## config.mk

```make
export PLATFORM = sky130hd
export DESIGN_NAME = sub16_pipe
export DESIGN_NICKNAME = d
export VERILOG_FILES = /design/src/rtl/sub_pkg.sv /design/src/rtl/borrow_lookahead4.sv /design/src/rtl/sub16_pipe.sv
export SDC_FILE = /design/constraint.sdc
export NUM_CORES = 1
export LEC_CHECK = 0
export ABC_AREA = 0
export CORE_MARGIN = 2
export CORE_UTILIZATION = 40
export CTS_CLUSTER_DIAMETER = 50
export DETAILED_ROUTE_END_ITERATION = 10
export GPL_TIMING_DRIVEN = 0
export PLACE_DENSITY = 0.72
export SYNTH_ARGS = -nofsm -noshare
export SYNTH_HDL_FRONTEND = slang
export SYNTH_SLANG_ARGS = --single-unit
export TNS_END_PERCENT = 10
```

## constraint.sdc

```tcl
create_clock -name clk -period 3.8 [get_ports clk]
set_input_delay 0.76 -clock clk [delete_from_list [all_inputs] [get_ports clk]]
set_output_delay 0.76 -clock clk [all_outputs]
set_load 0.02 [all_outputs]
```

## src/rtl/sub_pkg.sv

```systemverilog
// Shared constants and the per-stage pipeline record for the pipelined subtractor.
// Operands travel right-aligned, so the next slice always works on the low SLICE bits.
package sub_pkg;

  localparam int WIDTH  = 16;
  localparam int SLICE  = 4;
  localparam int STAGES = WIDTH / SLICE;

  typedef struct packed {
    logic             valid;
    logic [WIDTH-1:0] diff;    // nibbles 0..k resolved, higher bits zero
    logic             borrow;  // borrow into the next slice
    logic [WIDTH-1:0] a_hi;    // unresolved minuend nibbles, shifted down
    logic [WIDTH-1:0] b_hi;    // unresolved subtrahend nibbles, shifted down
    logic             a_msb;
    logic             b_msb;
  } stage_t;

endpackage

```

## src/rtl/borrow_lookahead4.sv

```systemverilog
// 4-bit borrow-lookahead slice: d = x - y - bi, computed as x + ~y + ~bi.
// Purely combinational; every carry is a flat sum of products, no internal ripple.
module borrow_lookahead4 (
  input  logic [3:0] x,
  input  logic [3:0] y,
  input  logic       bi,
  output logic [3:0] d,
  output logic       bo
);

  logic [3:0] g;
  logic [3:0] p;
  logic [4:0] c;

  assign g = x & ~y;
  assign p = ~(x ^ y);

  // carry = ~borrow throughout
  assign c[0] = ~bi;
  assign c[1] = g[0] | (p[0] & c[0]);
  assign c[2] = g[1] | (p[1] & g[0]) | (p[1] & p[0] & c[0]);
  assign c[3] = g[2] | (p[2] & g[1]) | (p[2] & p[1] & g[0])
              | (p[2] & p[1] & p[0] & c[0]);
  assign c[4] = g[3] | (p[3] & g[2]) | (p[3] & p[2] & g[1])
              | (p[3] & p[2] & p[1] & g[0])
              | (p[3] & p[2] & p[1] & p[0] & c[0]);

  assign d  = p ^ c[3:0];
  assign bo = ~c[4];

endmodule

```

## src/rtl/sub16_pipe.sv

```systemverilog
// Pipelined a - b - bin, one nibble per stage; 4-cycle latency, one result per cycle.
// Stalls compact into empty stages; in_ready drops only once all stages are full.
module sub16_pipe
  import sub_pkg::*;
(
  input  logic             clk,
  input  logic             rst,
  input  logic             in_valid,
  output logic             in_ready,
  input  logic [WIDTH-1:0] a,
  input  logic [WIDTH-1:0] b,
  input  logic             bin,
  output logic             out_valid,
  input  logic             out_ready,
  output logic [WIDTH-1:0] diff,
  output logic             bout,
  output logic             ovf,
  output logic             zero
);

  stage_t            stg [STAGES];
  stage_t            nxt [STAGES];
  logic [STAGES-1:0] vld;
  logic [STAGES-1:0] rdy;
  logic              ovf_r;
  logic              zero_r;
  logic              ovf_nxt;
  logic              zero_nxt;

  for (genvar k = 0; k < STAGES; k++) begin : g_stage
    logic             up_v;
    logic             up_bi;
    logic             up_am;
    logic             up_bm;
    logic [WIDTH-1:0] up_a;
    logic [WIDTH-1:0] up_b;
    logic [WIDTH-1:0] up_diff;
    logic [SLICE-1:0] d;
    logic             bo;

    if (k == 0) begin : g_head
      assign up_v    = in_valid;
      assign up_a    = a;
      assign up_b    = b;
      assign up_bi   = bin;
      assign up_am   = a[WIDTH-1];
      assign up_bm   = b[WIDTH-1];
      assign up_diff = '0;
    end else begin : g_body
      assign up_v    = stg[k-1].valid;
      assign up_a    = stg[k-1].a_hi;
      assign up_b    = stg[k-1].b_hi;
      assign up_bi   = stg[k-1].borrow;
      assign up_am   = stg[k-1].a_msb;
      assign up_bm   = stg[k-1].b_msb;
      assign up_diff = stg[k-1].diff;
    end

    borrow_lookahead4 u_bla (
      .x  (up_a[SLICE-1:0]),
      .y  (up_b[SLICE-1:0]),
      .bi (up_bi),
      .d  (d),
      .bo (bo)
    );

    assign nxt[k] = '{valid:  up_v,
                      diff:   up_diff | (WIDTH'(d) << (k * SLICE)),
                      borrow: bo,
                      a_hi:   up_a >> SLICE,
                      b_hi:   up_b >> SLICE,
                      a_msb:  up_am,
                      b_msb:  up_bm};

    // Stage k can take a beat if it or any stage downstream has a hole.
    assign vld[k] = stg[k].valid;
    assign rdy[k] = out_ready | ~(&vld[STAGES-1:k]);
  end

  assign ovf_nxt  = (nxt[STAGES-1].a_msb ^ nxt[STAGES-1].b_msb)
                  & (nxt[STAGES-1].a_msb ^ nxt[STAGES-1].diff[WIDTH-1]);
  assign zero_nxt = (nxt[STAGES-1].diff == '0);

  always_ff @(posedge clk or posedge rst) begin
    if (rst) begin
      for (int k = 0; k < STAGES; k++) stg[k] <= '0;
      ovf_r  <= 1'b0;
      zero_r <= 1'b0;
    end else begin
      for (int k = 0; k < STAGES; k++) begin
        if (rdy[k]) stg[k] <= nxt[k];
      end
      if (rdy[STAGES-1]) begin
        ovf_r  <= ovf_nxt;
        zero_r <= zero_nxt;
      end
    end
  end

  assign in_ready  = rdy[0] & ~rst;
  assign out_valid = stg[STAGES-1].valid;
  assign diff      = stg[STAGES-1].diff;
  assign bout      = stg[STAGES-1].borrow;
  assign ovf       = ovf_r;
  assign zero      = zero_r;

endmodule

```

# Yosys cells after proc, flatten, opt, wreduce, memory -nomap -nowiden
# Cells that the tools add are included.
[word_totals]
wordCells = 178
memories = 0
rom_bits = 0
in_bits = 37
ramBits = 0
regBits = 116
latchBits = 0
[op_classes]
n_mul = 0
n_addsub = 0
n_reduce_logical = 4
muxes = 0
eq_ne = 0
magnitude_cmp = 0
shift = 0
bitwise = 148
div_mod_pow = 0
[ops]
columns = ["op", "count"]
rows = [
  ["1-bit bitwise AND", 66],
  ["1-bit OR", 44],
  ["4-bit inverter", 8],
  ["4-bit XOR", 8],
  ["4-bit bitwise AND", 4],
  ["16-bit logical NOT", 1],
  ["16-bit by 12-bit OR with 16-bit output", 1],
  ["16-bit OR", 1],
  ["1-bit inverter", 13],
  ["4-bit by 8-bit OR with 8-bit output", 1],
  ["4-bit AND reduction", 1],
  ["3-bit AND reduction", 1],
  ["2-bit AND reduction", 1],
  ["1-bit XOR", 2],
]

# Longest topological paths before layout
# Gate-level depths: netlist of the first run.
[depth]
word_depth = 10
ltp_mapped = 9

# By module
# From an unflattened synthesis of the first run, not the netlist that was laid out.
[unflattened]
hier_cells = 318
area_unflattened_um2 = 4713.3
[by_module_without_submodules]
columns = ["module", "n_inst", "cells_per_inst", "seq_area_each_um2", "area_each_um2"]
rows = [
  ["sub16_pipe", 1, 222, 2452.4, 3902.5],
  ["borrow_lookahead4", 4, 24, 0.0, 202.7],
]

# Least setup slack after synthesis of the first run
# Ideal clock, no wire load.
[synth_path]
path_kind = "input to output"
startpoint = "input out_ready"
endpoint = "output in_ready"
path_buffers = 4
setup_slack_ns = 1.188
arrival_ns = 1.852
path_stages = 8
cell_sequence = "nor2b_4 buf_6 and3_4 buf_6 and2_4 buf_6 buf_6 nor2_1"
[synth_via]
elab_chain_cells = 2
[synth_rtl]
columns = ["item", "line", "text"]
rows = [
  ["start: declaration", "sub16_pipe.sv:14", "input logic out_ready,"],
  ["1-bit OR", "sub16_pipe.sv:77", "assign rdy[k] = out_ready | ~(&vld[STAGES-1:k]);"],
  ["1-bit bitwise AND", "sub16_pipe.sv:100", "assign in_ready = rdy[0] & ~rst;"],
  ["end: declaration", "sub16_pipe.sv:9", "output logic in_ready,"],
]
# No other way between the ends.

# Final worst setup path of the first run
# Same ends and word-level chain as after synthesis.

==> reports/qor.yml, run 1 <==
run_status:
  status: "complete, no violations"
routing:
  via_per_inst: 4.68
  wl_um: 7960
  vias: 3121
  post-route-drc-count: 0
  drtIter0Drc: 116
  antenna_left: 0
  first_pass_iters: 4
  routedWlPerCell_um: 11.9
floorplan:
  start_util_pct: 41.4
  core.rowCount: 37
  die_y_um: 108
  die_area_um2: 11600
  io_pins: 58
  fp.dieW_um: 108
  core_area_um2: 10400
clock_network:
  cts_tree: "done"
  cts.repair.resized: 0
  cts_buffers: 9
  clk_pin_slew_ns: 0.08
  insertion_delay_ns: 0.35
  cts_setup_buffers: 0
  cts_hold_buf: 0
  h-tree-depth: 3
  clk_path_buf_depth: 2
  cts-root-buf: "clkbuf_8"
  clkSinkCount: 98
synth:
  synth_seq_area_share_pct: 57.1
  synth_top_family_by_area: "simple AND/OR/NAND/NOR gates"
  syn_nets: 515
  synth_cells: 458
  synth_mux_area_share_pct: 0.262
  async_flop_share_pct: 100
  synth_fa_ha_area_share_pct: 6.53
  synth_ff_type: "dfrtp_1"
  syn-cell-area_um2: 4290
  synth-compound-area-share_pct: 6.76
  synth-simple-area-share_pct: 22.9
  yosysWarnings: 0
  ys_seq_elements: 98
  synth_area_per_cell_um2: 9.37
  synth.distinct_cells: 36
  synth-edff-count: 0
  synth_xor_area_share_pct: 1.43
pwr:
  irDropWorstVdd_uv: 280
  netSwitchingPower_uw: 958
  p_seq_share_pct: 49.9
  power_per_cell_area_nw_per_um2: 561
  power_frac_clock_pct: 20.3
  switching_share_pct: 32.6
  p_leak_nw: 2.58
  p_comb_share_pct: 29.8
  p_int_mw: 1.98
place:
  pre_cts_slack_ns: 0.149
  dp_hpwl_um: 6120
  portBuffers: 57
  place.gp.congestion: 0.768
global_routing:
  grt_overflow: 0
  grt_pass1_vias: 2985
  grt_max_degree: 72
  antenna_found_initial: 0
  globalRouteTotalUtil_pct: 15.2
  grt_pass1_wl_um: 14000
cells_and_area:
  final_core_util_pct: 50.5
  n_antenna_cell: 0
  fillers: 972
  final_nets: 584
  drive_gt1_share_pct: 6.97
  area_growth_pct: 22.0
sta:
  worst_pin_slew_ns: 0.442
  skew_ns: 0.00712
  holdWs_ns: 0.469
  hold_viol: 0
  min_period_over_period_pct: 96.1
  slew_viol_final: 0
  max_clock_freq_mhz: 274
  finalSetupViolCount: 0
  rsz0062_at_grt: "no"
  layout_min_cycle_time_ns: 3.65
  setup_slack_ns: 0.147
  slew_headroom_pct: 70.6
setup_path:
  cp_common_cell: "buf_6"
  end_kind: "primary output"
  critPathLaunchType: "input port"
  path_max_fanout: 10
  cpMaxStageDelayCell: "clkdlybuf4s50_1"
  worstPathArrival_ns: 2.89
  path_cells: "clkdlybuf4s50_1, nor2b_4, buf_6, and3_4, buf_6, and2_4, buf_6, buf_6, nor2_1, clkdlybuf4s50_1"
  critPathMaxStageDelay_ns: 0.61
  required_ns: 3.04
  path_class: "input port to primary output"
min_path:
  hold_path.class: "flop to flop"
run:
  max-cap-violations: 0
## flip-flops by register name, indices dropped and copies added, names as in the netlist
| signal | flops |
|---|---|
| bout | 1 |
| g_stage.up_diff | 24 |
| out_valid | 1 |
| g_stage.up_am | 3 |
| g_stage.up_bi | 3 |
| zero | 1 |
| g_stage.up_a | 21 |
| g_stage.up_b | 21 |
| ovf | 1 |
| g_stage.up_bm | 3 |
| g_stage.up_v | 3 |
| diff | 16 |
## cells in the final DEF, fill, tap and decap left out, types with 4 or more instances in the layout
master           count
inv_1               22
fa_1                 4
ha_1                16
nor2b_1              4
buf_2                7
clkbuf_1             9
nand2_1            201
clkbuf_8            11
o21ai_0             23
nand2b_1             4
o31ai_1              6
nor2_1              14
buf_6                5
clkdlybuf4s50_1     57
xor2_1               5
a21oi_1              9
dfrtp_1             98
## layout make-up
class | count | area [um^2] | share of cell area (%)
buffer | 20 | 125 | 2.39
clock buffer | 13 | 159 | 3.04
clock inverter | 2 | 12.5 | 0.239
inverter | 23 | 88.8 | 1.70
multi-input combinational | 317 | 1630 | 31.1
sequential | 98 | 2450 | 46.9
tap | 136 | 170 | 3.25
timing repair buffer | 58 | 598 | 11.4
## routing by layer
| metal | share of wire [%] | global-route usage (%) | vias up |
|---|---|---|---|
| li1 | - | - | 1584 |
| met1 | 48 | 20.4 | 1472 |
| met2 | 47 | 25.1 | 55 |
| met3 | 3.5 | 2.42 | 10 |
| met4 | 1.4 | 5.49 | 0 |
| met5 | 0 | 0 | - |
## cells in the mapped netlist (2+ instances only)
| master | number | area, um^2 |
|---|---|---|
| dfrtp_1 | 98 | 2450 |
| buf_2 | 7 | 35.0 |
| xor2_1 | 5 | 43.8 |
| clkbuf_1 | 7 | 26.3 |
| nor2b_1 | 4 | 25.0 |
| a21oi_1 | 9 | 45.0 |
| ha_1 | 16 | 200 |
| o21a_1 | 3 | 22.5 |
| o21ai_0 | 23 | 115 |
| nor3_1 | 3 | 15.0 |
| nand2b_1 | 4 | 25.0 |
| xnor2_1 | 2 | 17.5 |
| buf_6 | 5 | 56.3 |
| a22o_1 | 2 | 17.5 |
| nor2_1 | 14 | 52.6 |
| inv_1 | 23 | 86.3 |
| o31ai_1 | 6 | 45.0 |
| fa_1 | 4 | 80.1 |
| or3_1 | 2 | 12.5 |
| and2_1 | 2 | 12.5 |
| nand2_2 | 2 | 12.5 |
| nor4_1 | 2 | 12.5 |
| a21boi_0 | 2 | 15.0 |
| nand2_1 | 201 | 754 |
## cells by family (layout without fill, tap and decap cells)
| kind of cell | after synthesis | count (layout) |
|---|---|---|
| XOR/XNOR | 7 | 7 |
| flip-flops | 98 | 98 |
| multiplexers | 1 | 1 |
| adder cells (fa/ha/maj) | 20 | 20 |
| AND/OR/NAND/NOR | 241 | 241 |
| buffers and inverters | 43 | 116 |
| AO/OA/AOI/OAI | 48 | 48 |
## critical path: cells and delay by family
kind	cells	cell delay, ns
buffers and inverters	6	1.66
AND/OR/NAND/NOR	4	0.47
## stage by stage
stage	cells	setup TNS, ns	total power, mW	cell area [um^2]
2_1_floorplan	458	0	2.01	4290
3_3_place_gp	651	-84.65	2.34	5030
3_5_place_dp	652	0	2.37	5060
4_1_cts	667	0	2.96	5230
5_1_grt	667	0	3.15	5230
6_report	667	0	2.93	5230
## final timing paths
path	start	to	slack, ns	cells after the start
worst max-delay path	out_ready	in_ready	0.15	10
worst min-delay path	diff[5]	diff[5]	0.47	2
worst max register to register	g_stage[1].up_b[0]	g_stage[2].up_diff[7]	1.86	7
worst min register to register	diff[5]	diff[5]	0.47	2
max in group asynchronous	rst	g_stage[3].up_diff[11]	2.37	3
min in group asynchronous	rst	g_stage[2].up_a[5]	0.77	2
## power by group through the flow
| stage | registers (mW) | clock network [mW] | logic, mW |
|---|---|---|---|
| 4_1_cts | 1.47 | 0.606 | 0.887 |
| 5_1_grt | 1.50 | 0.660 | 0.989 |
| 3_5_place_dp | 1.49 | 0 | 0.885 |
| 3_3_place_gp | 1.48 | 0 | 0.860 |
| 2_1_floorplan | 1.54 | 0 | 0.470 |
| 6_report | 1.46 | 0.597 | 0.874 |
(Power assumes the default switching activity.)
==> inputs of run 2 (changes only) <==
Settings changed: CAP_MARGIN from default to 20, SLEW_MARGIN from default to 15.
==> run 2 against run 1 <==
Critical path depth did not move; cell area rose by 1.3%; final cell count rose by 0.30%; routed wire length rose by 2.7%; sequential share of layout area fell by 0.60 points; critical endpoint unchanged; largest power group unchanged.
==> reports/qor.yml, run 2 (synthesized netlist as in run 1, its figures left out) <==
run:
  max-cap-violations: 0  # unchanged
routing:
  first_pass_iters: 5  # +1
  vias: 3081  # -1.3%
  routedWlPerCell_um: 12.2  # +2.4%
  drtIter0Drc: 117  # +0.86%
  via_per_inst: 4.61  # -1.6%
  antenna_left: 0  # unchanged
  post-route-drc-count: 0  # unchanged
  wl_um: 8180  # +2.7%
setup_path:
  path_class: "input port to primary output"
  r2r_cells: 7  # unchanged
  path_cells: "clkdlybuf4s50_1, nor2b_4, buf_6, and3_4, buf_6, and2_4, buf_6, buf_6, nor2_1, clkdlybuf4s50_1"
  end_kind: "primary output"
  crit_cells: 10  # unchanged
  cp_common_cell: "buf_6"
  timing.rr.end: "g_stage[2].up_diff[7]"
  required_ns: 3.04  # about the same
  worstPathArrival_ns: 2.88  # about the same
  crit_family: "buffers and inverters"
  critPathMaxStageDelay_ns: 0.61  # about the same
  timing.reg2reg.setup_slack_ns: 1.80  # -0.06 ns
  path_max_fanout: 10  # unchanged
  endpoint: "in_ready"
  cpMaxStageDelayCell: "clkdlybuf4s50_1"
  critPathLaunch: "out_ready"
  critPathBufInv: 6  # unchanged
  critPathLaunchType: "input port"
  rr_startpoint: "g_stage[1].up_b[0]"
clock_network:
  cts.repair.resized: 0  # unchanged
  cts-root-buf: "clkbuf_8"
  cts_buffers: 9  # unchanged
  clkSinkCount: 98  # unchanged
  h-tree-depth: 3  # unchanged
  clk_pin_slew_ns: 0.08  # about the same
  clk_path_buf_depth: 2  # unchanged
  insertion_delay_ns: 0.36  # about the same
  cts_tree: "done"
  cts_hold_buf: 0  # unchanged
  cts_setup_buffers: 0  # unchanged
cells_and_area:
  n_antenna_cell: 0  # unchanged
  instances_no_fill: 669  # +0.30%
  final_core_util_pct: 51.1  # +0.65 points
  final_nets: 585  # +0.17%
  fillers: 951  # -2.2%
  final_cell_mix: "nand2_1, dfrtp_1, clkdlybuf4s50_1, o21ai_0, inv_1"
  largest_reg_flops: 24  # unchanged
  design_area_um2: 5300  # +1.3%
  drive_gt1_share_pct: 7.50  # +0.54 points
  final_common_cell: "nand2_1"
  area_growth_pct: 23.5
run_status:
  status: "complete, no violations"
global_routing:
  globalRouteTotalUtil_pct: 15.7  # +0.49 points
  antenna_found_initial: 0  # unchanged
  grt_max_degree: 46  # -36%
  grt_pass1_vias: 3065  # +2.7%
  grt_pass1_wl_um: 14400  # +2.6%
  grt_overflow: 0  # unchanged
floorplan:
  die_y_um: 108  # unchanged
  start_util_pct: 41.4  # unchanged
  fp.dieW_um: 108  # unchanged
  die_area_um2: 11600  # unchanged
  io_pins: 58  # unchanged
  core_area_um2: 10400  # unchanged
  core.rowCount: 37  # unchanged
pwr:
  power_mw: 3.08  # +4.9%
  p_leak_nw: 2.61  # +1.3%
  power_per_cell_area_nw_per_um2: 581  # +3.6%
  irDropWorstVdd_uv: 236  # -15%
sta:
  slew_viol_final: 0  # unchanged
  max_clock_freq_mhz: 275  # +0.35%
  layout_min_cycle_time_ns: 3.64  # -0.0129 ns
  min_period_over_period_pct: 95.8  # -0.34 points
  hold_viol: 0  # unchanged
  skew_ns: 0.00660  # -0.000520 ns
  setup_slack_ns: 0.159  # +0.0129 ns
  worst_pin_slew_ns: 0.428  # -0.0135 ns
  slew_headroom_pct: 71.5  # +0.90 points
  holdWs_ns: 0.470  # +0.00123 ns
  finalSetupViolCount: 0  # unchanged
  rsz0062_at_grt: "no"
  fin_tns_setup_ns: 0  # unchanged
place:
  place_area_um2: 5080  # +0.40%
  pre_cts_slack_ns: 0.163  # +0.0137 ns
  placed_cells: 653  # +0.15%
  dp_hpwl_um: 6180  # +1.0%
  portBuffers: 57  # unchanged
  place.gp.congestion: 0.768  # unchanged
min_path:
  hold_path.class: "flop to flop"
-- run 2: power by group --
part	switching, mW	internal [mW]
clock	0.343	0.387
combinational	0.471	0.412
sequential	0.169	1.30
total	0.983	2.10
-- run 2: layout make-up --
cell class	count	area, um^2	share of cell area [%]
well taps	136	170	3.21
multi-input cells	317	1630	30.7
inverters	23	88.8	1.68
repair buffers	59	618	11.7
clock inverters	5	77.6	1.46
flip-flops and latches	98	2450	46.3
clock buffers	11	141	2.67
plain buffers	20	125	2.36
-- run 2: worst min path at each step --
stage,start,endpoint,slack (ns),depth (start not counted)
finish,diff[5],diff[5],0.47,2
global placement,diff[6],diff[6],0.45,2
global route,diff[3],diff[3],0.49,2
CTS,diff[5],diff[5],0.47,2
detailed placement,g_stage[2].up_a[4],g_stage[2].up_a[4],0.46,2
floorplan,g_stage[1].up_a[10],g_stage[1].up_a[10],0.44,2
-- run 2: routing by layer --
layer	GRT usage [%]	part of all wire, %	vias to the layer above
li1	-	-	1583
met1	20.6	47	1429
met2	26.5	48	59
met3	2.97	3.5	10
met4	4.95	1.4	0
met5	0	0	-
-- run 2: worst min-delay path, stage by stage (launching register included) --
cell and delay [ns]:
dfrtp_1 0.35, nand2_1 0.05, nand2_1 0.04
==> inputs of run 3 (changes only) <==
Settings changed: CORE_UTILIZATION 40 to 55, PLACE_DENSITY 0.72 to 0.91, SLEW_MARGIN 15 to default.
==> run 3 against run 2 <==
Critical path depth is the same; total power shrank 2.8%; utilization grew 17 points; setup slack gained 0.0087 ns; clock power shrank 13%; sequential share of layout area grew 0.86 points; global-route usage grew 5.7 points; die area shrank 26%; count of clock-buffer cells in the layout grew 1; sequential power is essentially flat; final cell count shrank 5.4%; largest cell class unchanged.
==> reports/qor.yml, run 3 (synthesized netlist as in run 1, its figures left out) <==
run_status:
  status: "complete, no violations"
floorplan:
  die_y_um: 92.3  # -14%
  io_pins: 58  # unchanged
  start_util_pct: 56.1  # +15 points
  fp.dieW_um: 92.3  # -14%
  die_area_um2: 8530  # -26%
  core.rowCount: 32  # -14%
  core_area_um2: 7650  # -26%
routing:
  vias: 3198  # +3.8%
  drtIter0Drc: 199  # +70%
  wl_um: 8260  # +0.98%
  via_per_inst: 5.05  # +9.7%
  post-route-drc-count: 0  # unchanged
  routedWlPerCell_um: 13.0  # +6.7%
  antenna_left: 0  # unchanged
  first_pass_iters: 4  # -1
place:
  dp_hpwl_um: 6360  # +2.9%
  place.gp.congestion: 0.808  # +5.2%
  portBuffers: 57  # unchanged
  place_area_um2: 5020  # -1.2%
cells_and_area:
  fillers: 578  # -39%
  design_area_um2: 5200  # -1.8%
  largest_reg_flops: 24  # unchanged
  final_nets: 584  # -0.17%
  n_antenna_cell: 0  # unchanged
  drive_gt1_share_pct: 6.97  # -0.54 points
  final_common_cell: "nand2_1"
  area_growth_pct: 21.3
  final_cell_mix: "nand2_1, dfrtp_1, clkdlybuf4s50_1, o21ai_0, inv_1"
  final_core_util_pct: 68.1  # +17 points
pwr:
  p_seq_share_pct: 49.1  # +1.5 points
  p_comb_share_pct: 29.6  # +0.9 points
  p_leak_nw: 2.59  # -0.86%
  p_int_mw: 2.03  # -3.4%
  power_mw: 2.99  # -2.8%
  netSwitchingPower_uw: 967  # -1.6%
  power_per_cell_area_nw_per_um2: 575  # -1.0%
  irDropWorstVdd_uv: 227  # -3.8%
  power_frac_clock_pct: 21.3  # -2.4 points
  switching_share_pct: 32.3  # +0.39 points
setup_path:
  required_ns: 3.04  # about the same
  timing.reg2reg.setup_slack_ns: 1.88  # +0.08 ns
  path_class: "input port to primary output"
  worstPathArrival_ns: 2.87  # about the same
  end_kind: "primary output"
  path_max_fanout: 10  # unchanged
  critPathLaunchType: "input port"
clock_network:
  cts_buffers: 9  # unchanged
  cts_hold_buf: 0  # unchanged
  clk_pin_slew_ns: 0.08  # about the same
  cts.repair.resized: 0  # unchanged
  clk_path_buf_depth: 2  # unchanged
  cts_setup_buffers: 0  # unchanged
  cts-root-buf: "clkbuf_8"
  h-tree-depth: 3  # unchanged
  insertion_delay_ns: 0.36  # about the same
  clkSinkCount: 98  # unchanged
  cts_tree: "done"
sta:
  hold_viol: 0  # unchanged
  fin_tns_setup_ns: 0  # unchanged
  min_period_over_period_pct: 95.6  # -0.23 points
  skew_ns: 0.00358  # -0.00301 ns
  finalSetupViolCount: 0  # unchanged
  rsz0062_at_grt: "no"
  slew_headroom_pct: 69.7  # -1.8 points
  worst_pin_slew_ns: 0.455  # +0.0269 ns
  slew_viol_final: 0  # unchanged
  max_clock_freq_mhz: 275  # +0.24%
  layout_min_cycle_time_ns: 3.63  # -0.00872 ns
  holdWs_ns: 0.471  # +0.000342 ns
global_routing:
  grt_pass1_wl_um: 14400  # -0.19%
  antenna_found_initial: 0  # unchanged
  grt_max_degree: 64  # +39%
  globalRouteTotalUtil_pct: 21.4  # +5.7 points
  grt_overflow: 0  # unchanged
  grt_pass1_vias: 3185  # +3.9%
min_path:
  hold_path.class: "flop to flop"
run:
  max-cap-violations: 0  # unchanged
==> run 3: cell types whose count changed in the layout (fill, tap and decap cells not counted), sizes merged <==
cell      change
clkinvlp      -1
buf           -1
bufinv        -1
clkbuf        +1
==> run 3: layer usage <==
| metal | global-route usage (%) | vias to the layer above | share of wire, % |
|---|---|---|---|
| li1 | - | 1585 | - |
| met1 | 26.5 | 1502 | 41 |
| met2 | 36.9 | 89 | 51 |
| met3 | 4.15 | 22 | 4.1 |
| met4 | 8.83 | 0 | 3.4 |
| met5 | 0 | - | 0 |
==> run 3: final cells by class <==
cell class / instances / area [um^2] / share of cell area, %
flip-flops and latches: 98 / 2450 / 47.1
clock buffers: 12 / 145 / 2.79
plain buffers: 20 / 125 / 2.40
inverters: 23 / 88.8 / 1.71
clock inverters: 3 / 40.0 / 0.769
repair buffers: 58 / 598 / 11.5
multi-input cells: 317 / 1630 / 31.3
well taps: 102 / 128 / 2.45
==> run 3: final timing paths <==
kind,start,to,cells after the start
setup / recovery,out_ready,in_ready,10
hold / removal,diff[8],diff[8],2
setup reg to reg,g_stage[1].up_b[0],g_stage[2].up_diff[7],7
hold reg to reg,diff[8],diff[8],2
max in group asynchronous,rst,diff[1],3
min in group asynchronous,rst,g_stage[1].up_b[9],2
==> run 3: worst max-delay path, cell delays in order <==
cell             delay (ns)
clkdlybuf4s50_1        0.53
nor2b_4                0.05
buf_6                  0.13
and3_4                 0.17
buf_6                  0.13
and2_4                 0.15
buf_6                  0.13
buf_6                  0.13
nor2_1                 0.08
clkdlybuf4s50_1        0.60
==> run 3: power by group through the flow <==
stage                     Sequential [mW]  Clock, mW  Combinational, mW
final                                1.47      0.638              0.887
after detailed placement             1.49          0              0.890
after CTS                            1.47      0.658              0.896
after global placement               1.47          0              0.847
after floorplan                      1.54          0              0.470
after global routing                 1.50      0.700              0.993
==> run 3: through the flow <==
stage | cells | setup slack [ns]
after floorplan | 458 | 0.478
after global placement | 617 | -0.773
after CTS | 633 | 0.156
after detailed placement | 618 | 0.172
after global routing | 633 | 0.0595
final | 633 | 0.168
